$ cat src/rtl/wb_tlc_cr_arb.sv
// Round-robin arbiter that turns control-register requests into single cr_wb
// strobes, each followed by a guard interval for the wb_clk->clk_125 crossing.
module wb_tlc_cr_arb #(
  parameter int NREQ = 4,
  parameter int SW   = 2,
  parameter int DW   = 16,
  parameter int GAP  = 8
) (
  input  logic              wb_clk,
  input  logic              rstn,
  input  logic              en,
  input  logic [NREQ-1:0]   req,
  input  logic [NREQ*DW-1:0] req_data,
  output logic [NREQ-1:0]   gnt,
  output logic              cr_wb,
  output logic [DW-1:0]     cr_data,
  output logic [SW-1:0]     cr_sel,
  output logic              busy
);

  typedef enum logic [1:0] {IDLE, ISSUE, HOLD} state_t;

  state_t          state;
  logic [SW-1:0]   ptr;
  logic [SW-1:0]   win;
  logic [7:0]      cnt;

  logic            found;
  logic [SW-1:0]   pick;
  logic [DW-1:0]   pick_data;
  int unsigned     idx;

  // First set request searching upward from ptr, wrapping at NREQ.
  always_comb begin
    found     = 1'b0;
    pick      = '0;
    pick_data = '0;
    idx       = 0;
    for (int unsigned i = 0; i < NREQ; i++) begin
      idx = 32'(ptr) + i;
      if (idx >= NREQ) idx = idx - NREQ;
      if (!found && req[idx]) begin
        found     = 1'b1;
        pick      = SW'(idx);
        pick_data = req_data[idx*DW +: DW];
      end
    end
  end

  always_ff @(posedge wb_clk or negedge rstn) begin
    if (!rstn) begin
      state   <= IDLE;
      ptr     <= '0;
      win     <= '0;
      cnt     <= '0;
      gnt     <= '0;
      cr_wb   <= 1'b0;
      cr_data <= '0;
      cr_sel  <= '0;
      busy    <= 1'b0;
    end else begin
      case (state)
        IDLE: begin
          if (en && found) begin
            cr_data <= pick_data;
            cr_sel  <= pick;
            win     <= pick;
            gnt     <= NREQ'(1) << pick;
            cr_wb   <= 1'b1;
            busy    <= 1'b1;
            state   <= ISSUE;
          end
        end
        ISSUE: begin
          gnt   <= '0;
          cr_wb <= 1'b0;
          ptr   <= (win == SW'(NREQ - 1)) ? '0 : win + 1'b1;
          cnt   <= 8'(GAP - 1);
          state <= HOLD;
        end
        HOLD: begin
          if (cnt == '0) begin
            busy  <= 1'b0;
            state <= IDLE;
          end else begin
            cnt <= cnt - 1'b1;
          end
        end
        default: state <= IDLE;
      endcase
    end
  end

endmodule

$ cat config.mk
export PLATFORM = sky130hd
export DESIGN_NAME = wb_tlc_cr_arb
export DESIGN_NICKNAME = d
export VERILOG_FILES = /design/src/rtl/wb_tlc_cr_arb.sv
export SDC_FILE = /design/constraint.sdc
export NUM_CORES = 1
export LEC_CHECK = 0
export ABC_CLOCK_PERIOD_IN_PS = 4200
export CORE_MARGIN = 1.5
export CORE_UTILIZATION = 50
export CTS_CLUSTER_DIAMETER = 200
export CTS_CLUSTER_SIZE = 24
export DETAILED_ROUTE_END_ITERATION = 6
export PLACE_DENSITY = 0.79
export SYNTH_ARGS = -nofsm -noshare
export SYNTH_HDL_FRONTEND = slang
export SYNTH_SLANG_ARGS = --single-unit
$ cat constraint.sdc
create_clock -name wb_clk -period 4.2 [get_ports wb_clk]
set_clock_uncertainty 0.2 [all_clocks]
set_input_delay 0.84 -clock wb_clk [delete_from_list [all_inputs] [get_ports wb_clk]]
set_output_delay 0.84 -clock wb_clk [all_outputs]
set_load 0.01 [all_outputs]
* After elaboration in Yosys (flattened, before gate mapping)
Cells that the tools add are included.
** Word-level totals
- Memory bits (writable) :: 0
- Latch bits :: 0
- Word-level logic and storage cells :: 89
- Memories kept :: 0
- Register bits after elaboration :: 36
- Memory bits (read-only) :: 0
** Operators by class
- $mul :: 0
- Multiplexer cells :: 36
- Reduce and logical (&&, ||, !) cells :: 17
- Divide/modulo/power cells :: 0
- Shifts and indexed selects :: 5
- Order comparisons :: 8
- Eq/ne operators :: 6
- Add/sub/neg operators :: 9
- Bitwise operators :: 0
** Operator list (number)
- 64-bit by 33-bit variable part select with 16-bit output :: 4
- 32-bit by 3-bit < comparator with 1-bit output, second input constant :: 4
- 32-bit two-way mux :: 4
- 16-bit two-way mux :: 4
- 8-bit case mux with 2 select lines :: 1
- 2-bit two-way mux :: 7
- 3-bit by 3-bit subtractor with 4-bit output, second input constant :: 3
- 1-bit two-way mux :: 10
- 3-bit >= comparator, second input constant :: 3
- 1-bit binary-select mux with 2-bit select :: 4
- 8-bit logical NOT :: 1
- 8-bit two-way mux :: 1
- 4-bit case mux with 2 select lines :: 1
- 2-bit AND reduction :: 4
- 8-bit by 1-bit subtractor with 8-bit output, second input constant :: 1
- 2-bit by 2-bit adder with 3-bit output, second input constant :: 2
- 2-bit != test, second input constant :: 3
- 2-bit case mux with 3 select lines :: 1
- 2-bit nonzero test :: 3
- 2-bit equality test, second input constant :: 2
- 1-bit logical AND :: 4
- 4-bit two-way mux :: 1
- 1-bit case mux with 2 select lines :: 2
- 1-bit by 2-bit left shift with 4-bit output, first input constant :: 1
- other kinds (8) :: 10

* Longest topological paths before layout
- Word-level depth :: 17
- Gate-level depth with buffers :: 12
- Depth with buffers taken out :: 9

* Worst setup path after synthesis
No wires, ideal clock.
- Path type :: register -> register
- Start point :: reg ptr[1]
- End point :: reg cr_data[14]
- Path buffers :: 4
- Cell stages (with the launch flop) :: 10
- Library setup time :: 126 ps
- Setup slack :: 780 ps
- Arrival time :: 3094 ps
- Data required time :: 3874 ps
- Cell sequence :: dfrtp_1 buf_2 buf_2 clkinv_1 ha_1 buf_6 clkbuf_1 mux4_2 a22o_1 o32a_1
** On the way
- Cells in the longest elaborated chain, start to end :: 16
- Elaborated cells between the ends (all ways) :: 43
- Classes of those cells :: add/sub (7); order compare (4); shift (4); mux (20); reduce/logical (8)
** Ends and longest elaborated chain
- from (decl) :: RTL line 24 : logic [SW-1:0] ptr;
- from (signal assigned) :: RTL line 77 : ptr <= (win == SW'(NREQ - 1)) ? '0 : win + 1'b1;
- branches (longest 16 deep; another with 3-bit by 3-bit subtractor with 4-bit output)
- to (signal assigned) :: RTL line 65 : cr_data <= pick_data;
- to (decl) :: RTL line 16 : output logic [DW-1:0] cr_data,
Parallel ways; which one is timed is not known. The select of a mux whose other input is x is not followed.
A chain may end at the register's enable or synchronous reset.

* Final worst setup path
- Start point :: reg ptr[1]
- End point :: reg gnt[1]
** On the way
- Cells in the longest elaborated chain, start to end :: 17
- Elaborated cells between the ends (all ways) :: 43
- Classes of those cells :: add/sub (7); order compare (4); eq/ne (1); shift (1); mux (22); reduce/logical (8)
** Ends and longest elaborated chain
- branches (longest 17 deep; another with 3-bit by 3-bit subtractor with 4-bit output)
- to (signal assigned) :: RTL line 68 : gnt <= NREQ'(1) << pick;
- to (decl) :: RTL line 14 : output logic [NREQ-1:0] gnt,
Parallel ways; which one is timed is not known. The select of a mux whose other input is x is not followed.

==> flow_metrics.tcl <==
set metrics [dict create \
    placed_cells 507 \
    setup_viol 0 \
    tritoncts "done" \
    ys_seq_elements 36 \
    antenna_cells 0 \
    fin_cells 515 \
    whs_ns 0.276 \
    start_util_pct 52.8 \
    via_per_inst 6.43 \
    drt_wl_total_um 9560 \
    fillers 547 \
    synth_warnings 0 \
    synth_ff_type "dfrtp_1" \
    grtUsageTotal_pct 25.2 \
    critPathRequiredTime_ns 4.21 \
    cts-root-buf "clkbuf_8" \
    slew_viol_final 0 \
    avgSynthCellArea_um2 10.8 \
    cp_num_buf_inv 3 \
    ys_async_sr_fraction_pct 100 \
    grt-busiest-layer "met2" \
    cts_sinks 36 \
    critical_path_class "reg -> reg" \
    grt_use_met2_pct 42.5 \
    grt_antenna_before_repair 0 \
    ir_drop_mv 0.357 \
    maxCapViolCount 0 \
    clkLatencyLatePin_ns 0.29 \
    drive_above_1_share_pct 18.6 \
    power.leakage_uw 0.00175 \
    use_met1_pct 33.1 \
    dp.final_hpwl_um 7010 \
    register_area_um2 905 \
    htree_levels 2 \
    core_area_um2 6910 \
    postCtsSetupRepairBufs 0 \
    syn_nets 418 \
    crit_slowest_cell "mux4_2" \
    drt_iter0_markers 203 \
    synth_edf_count 0 \
    cts_buffers 5 \
    crit_family "buffers and inverters" \
    final_common_cell "clkdlybuf4s50_1" \
    post_drt_wl_per_cell_um 18.6 \
    rsz0062_at_grt "no" \
    max_freq_mhz 269 \
    powerDensity_nw_per_um2 700 \
    cts_resized 0 \
    fin_crit_sh_pct 88.6 \
    hold_viol 0 \
    power_uw 3290 \
    dp_worst_setup_slack_ns 0.388 \
    grt_pass1_wl_um 15300 \
    worst_slack_ns 0.481 \
    die_w_um 88.4 \
    period_minus_slack_ns 3.72 \
    end_kind "flop" \
    fp.dieArea_um2 7820 \
    syn_to_final_growth_pct 28.7 \
    arrival_ns 3.73 \
    status "finished clean" \
    io_buffers 94 \
    ys_seq_area_share_pct 24.7 \
    finalNetCount 497 \
    clockBufferDepth 2 \
    tightest_slew_ns 1.05 \
    synth.distinct_cells 52 \
    cp_max_fo 32 \
    slew_headroom_pct 30.0 \
    crit_chain "buf_4 -> clkinv_1 -> ha_2 -> mux4_2 -> or3_4 -> o21ai_4 -> inv_2 -> nor2_2 -> nand2_1 -> a21boi_1" \
    rows 30 \
    grt_overflow 0 \
    grt_max_degree 72 \
    io_pins 95 \
    multiInputGateArea_um2 2570 \
    met3_usage_pct 5.13 \
    dr.pass1.iters 5 \
    worstHoldPathType "reg -> reg" \
    startpoint_type "flop" \
    ant_nets 0 \
    syn_inst 339 \
    remaining_drc_errors 0 \
    final_cell_mix "93 x clkdlybuf4s50_1, 41 x mux4_2, 35 x dfrtp_1, 34 x mux2i_1, 25 x nand2_1" \
    fin_tns_setup_ns 0 \
    clk_pin_slew_worst_paths_ns 0.08 \
    syn_area_um2 3650 \
    die_height_um 88.4 \
    grt_pass1_vias 3272 \
    gp_congestion 0.870 \
    num_vias 3314 \
    slowest_delay_ns 0.60 \
    postCtsHoldBufs 0 \
]
-- report_power, final --
part | internal, µW | switching, µW
registers | 516 | 148
clock network | 116 | 134
logic | 1240 | 1130
-- per-layer routing --
metal	vias to the layer above	share of wire [%]
li1	1522	-
met1	1651	43
met5	-	0
met3	18	5.5
met4	0	1.4
met2	123	50
-- state kept, by name, summed over array words and instances (netlist names) --
name,cells
state,2
cr_wb,1
cnt,8
win,2
ptr,2
busy,1
gnt,4
cr_data,16
-- cell families (layout without fill, tap and decap cells) --
| logic type | Yosys count | in the layout | share of synthesized area (%) |
|---|---|---|---|
| compound gates | 96 | 96 | 19.1 |
| xor+xnor | 2 | 2 | 0.480 |
| simple gates | 77 | 77 | 10.4 |
| mux | 85 | 85 | 37.7 |
| flops | 36 | 36 | 24.7 |
| buf+inv | 35 | 115 | 4.87 |
| fa+ha+maj | 8 | 8 | 2.74 |
-- synth_stat cells (all sizes together) (13+ instances only) --
master  number  share of area [%]
a21oi       14                1.9
o21ai       18                2.8
o22ai       13                2.2
a22o        14                3.4
nand2       25                2.6
buf         19                3.2
mux2i       34                9.3
mux4        41                 25
dfrtp       36                 25
nor2        25                2.6
-- worst register-to-register path, cell delays in order, from the launching register on --
cell and delay (ns):
dfrtp_1 0.34, buf_4 0.28, clkinv_1 0.37, ha_2 0.51, mux4_2 0.60, or3_4 0.42
o21ai_4 0.23, inv_2 0.28, nor2_2 0.23, nand2_1 0.07, a21boi_1 0.13
-- through the flow --
stage | utilization (%) | area [µm²]
final | 68.0 | 4700
after global routing | 68.0 | 4700
after CTS | 68.0 | 4700
after detailed placement | 66.7 | 4610
after global placement | 66.7 | 4610
after floorplan | - | 3650
-- layout make-up --
| class | count | area share (%) |
|---|---|---|
| Clock buffer | 5 | 1.47 |
| Clock inverter | 3 | 0.400 |
| Inverter | 6 | 0.479 |
| Multi-Input combinational cell | 268 | 54.8 |
| Sequential cell | 36 | 19.3 |
| Tap cell | 96 | 2.56 |
| Timing Repair Buffer | 101 | 21.0 |
-- worst paths after layout --
| kind | startpoint | to | slack [ns] | cells after the start |
|---|---|---|---|---|
| setup / recovery | ptr[1] | gnt[1] | 0.48 | 10 |
| hold / removal | cr_wb | cr_wb | 0.28 | 2 |
| setup reg to reg | ptr[1] | gnt[1] | 0.48 | 10 |
| hold reg to reg | cr_wb | cr_wb | 0.28 | 2 |
| max in group asynchronous | rstn | ptr[0] | 2.74 | 1 |
| min in group asynchronous | rstn | cr_data[11] | 0.45 | 1 |
Note: power is estimated with default switching activity, not from simulation.
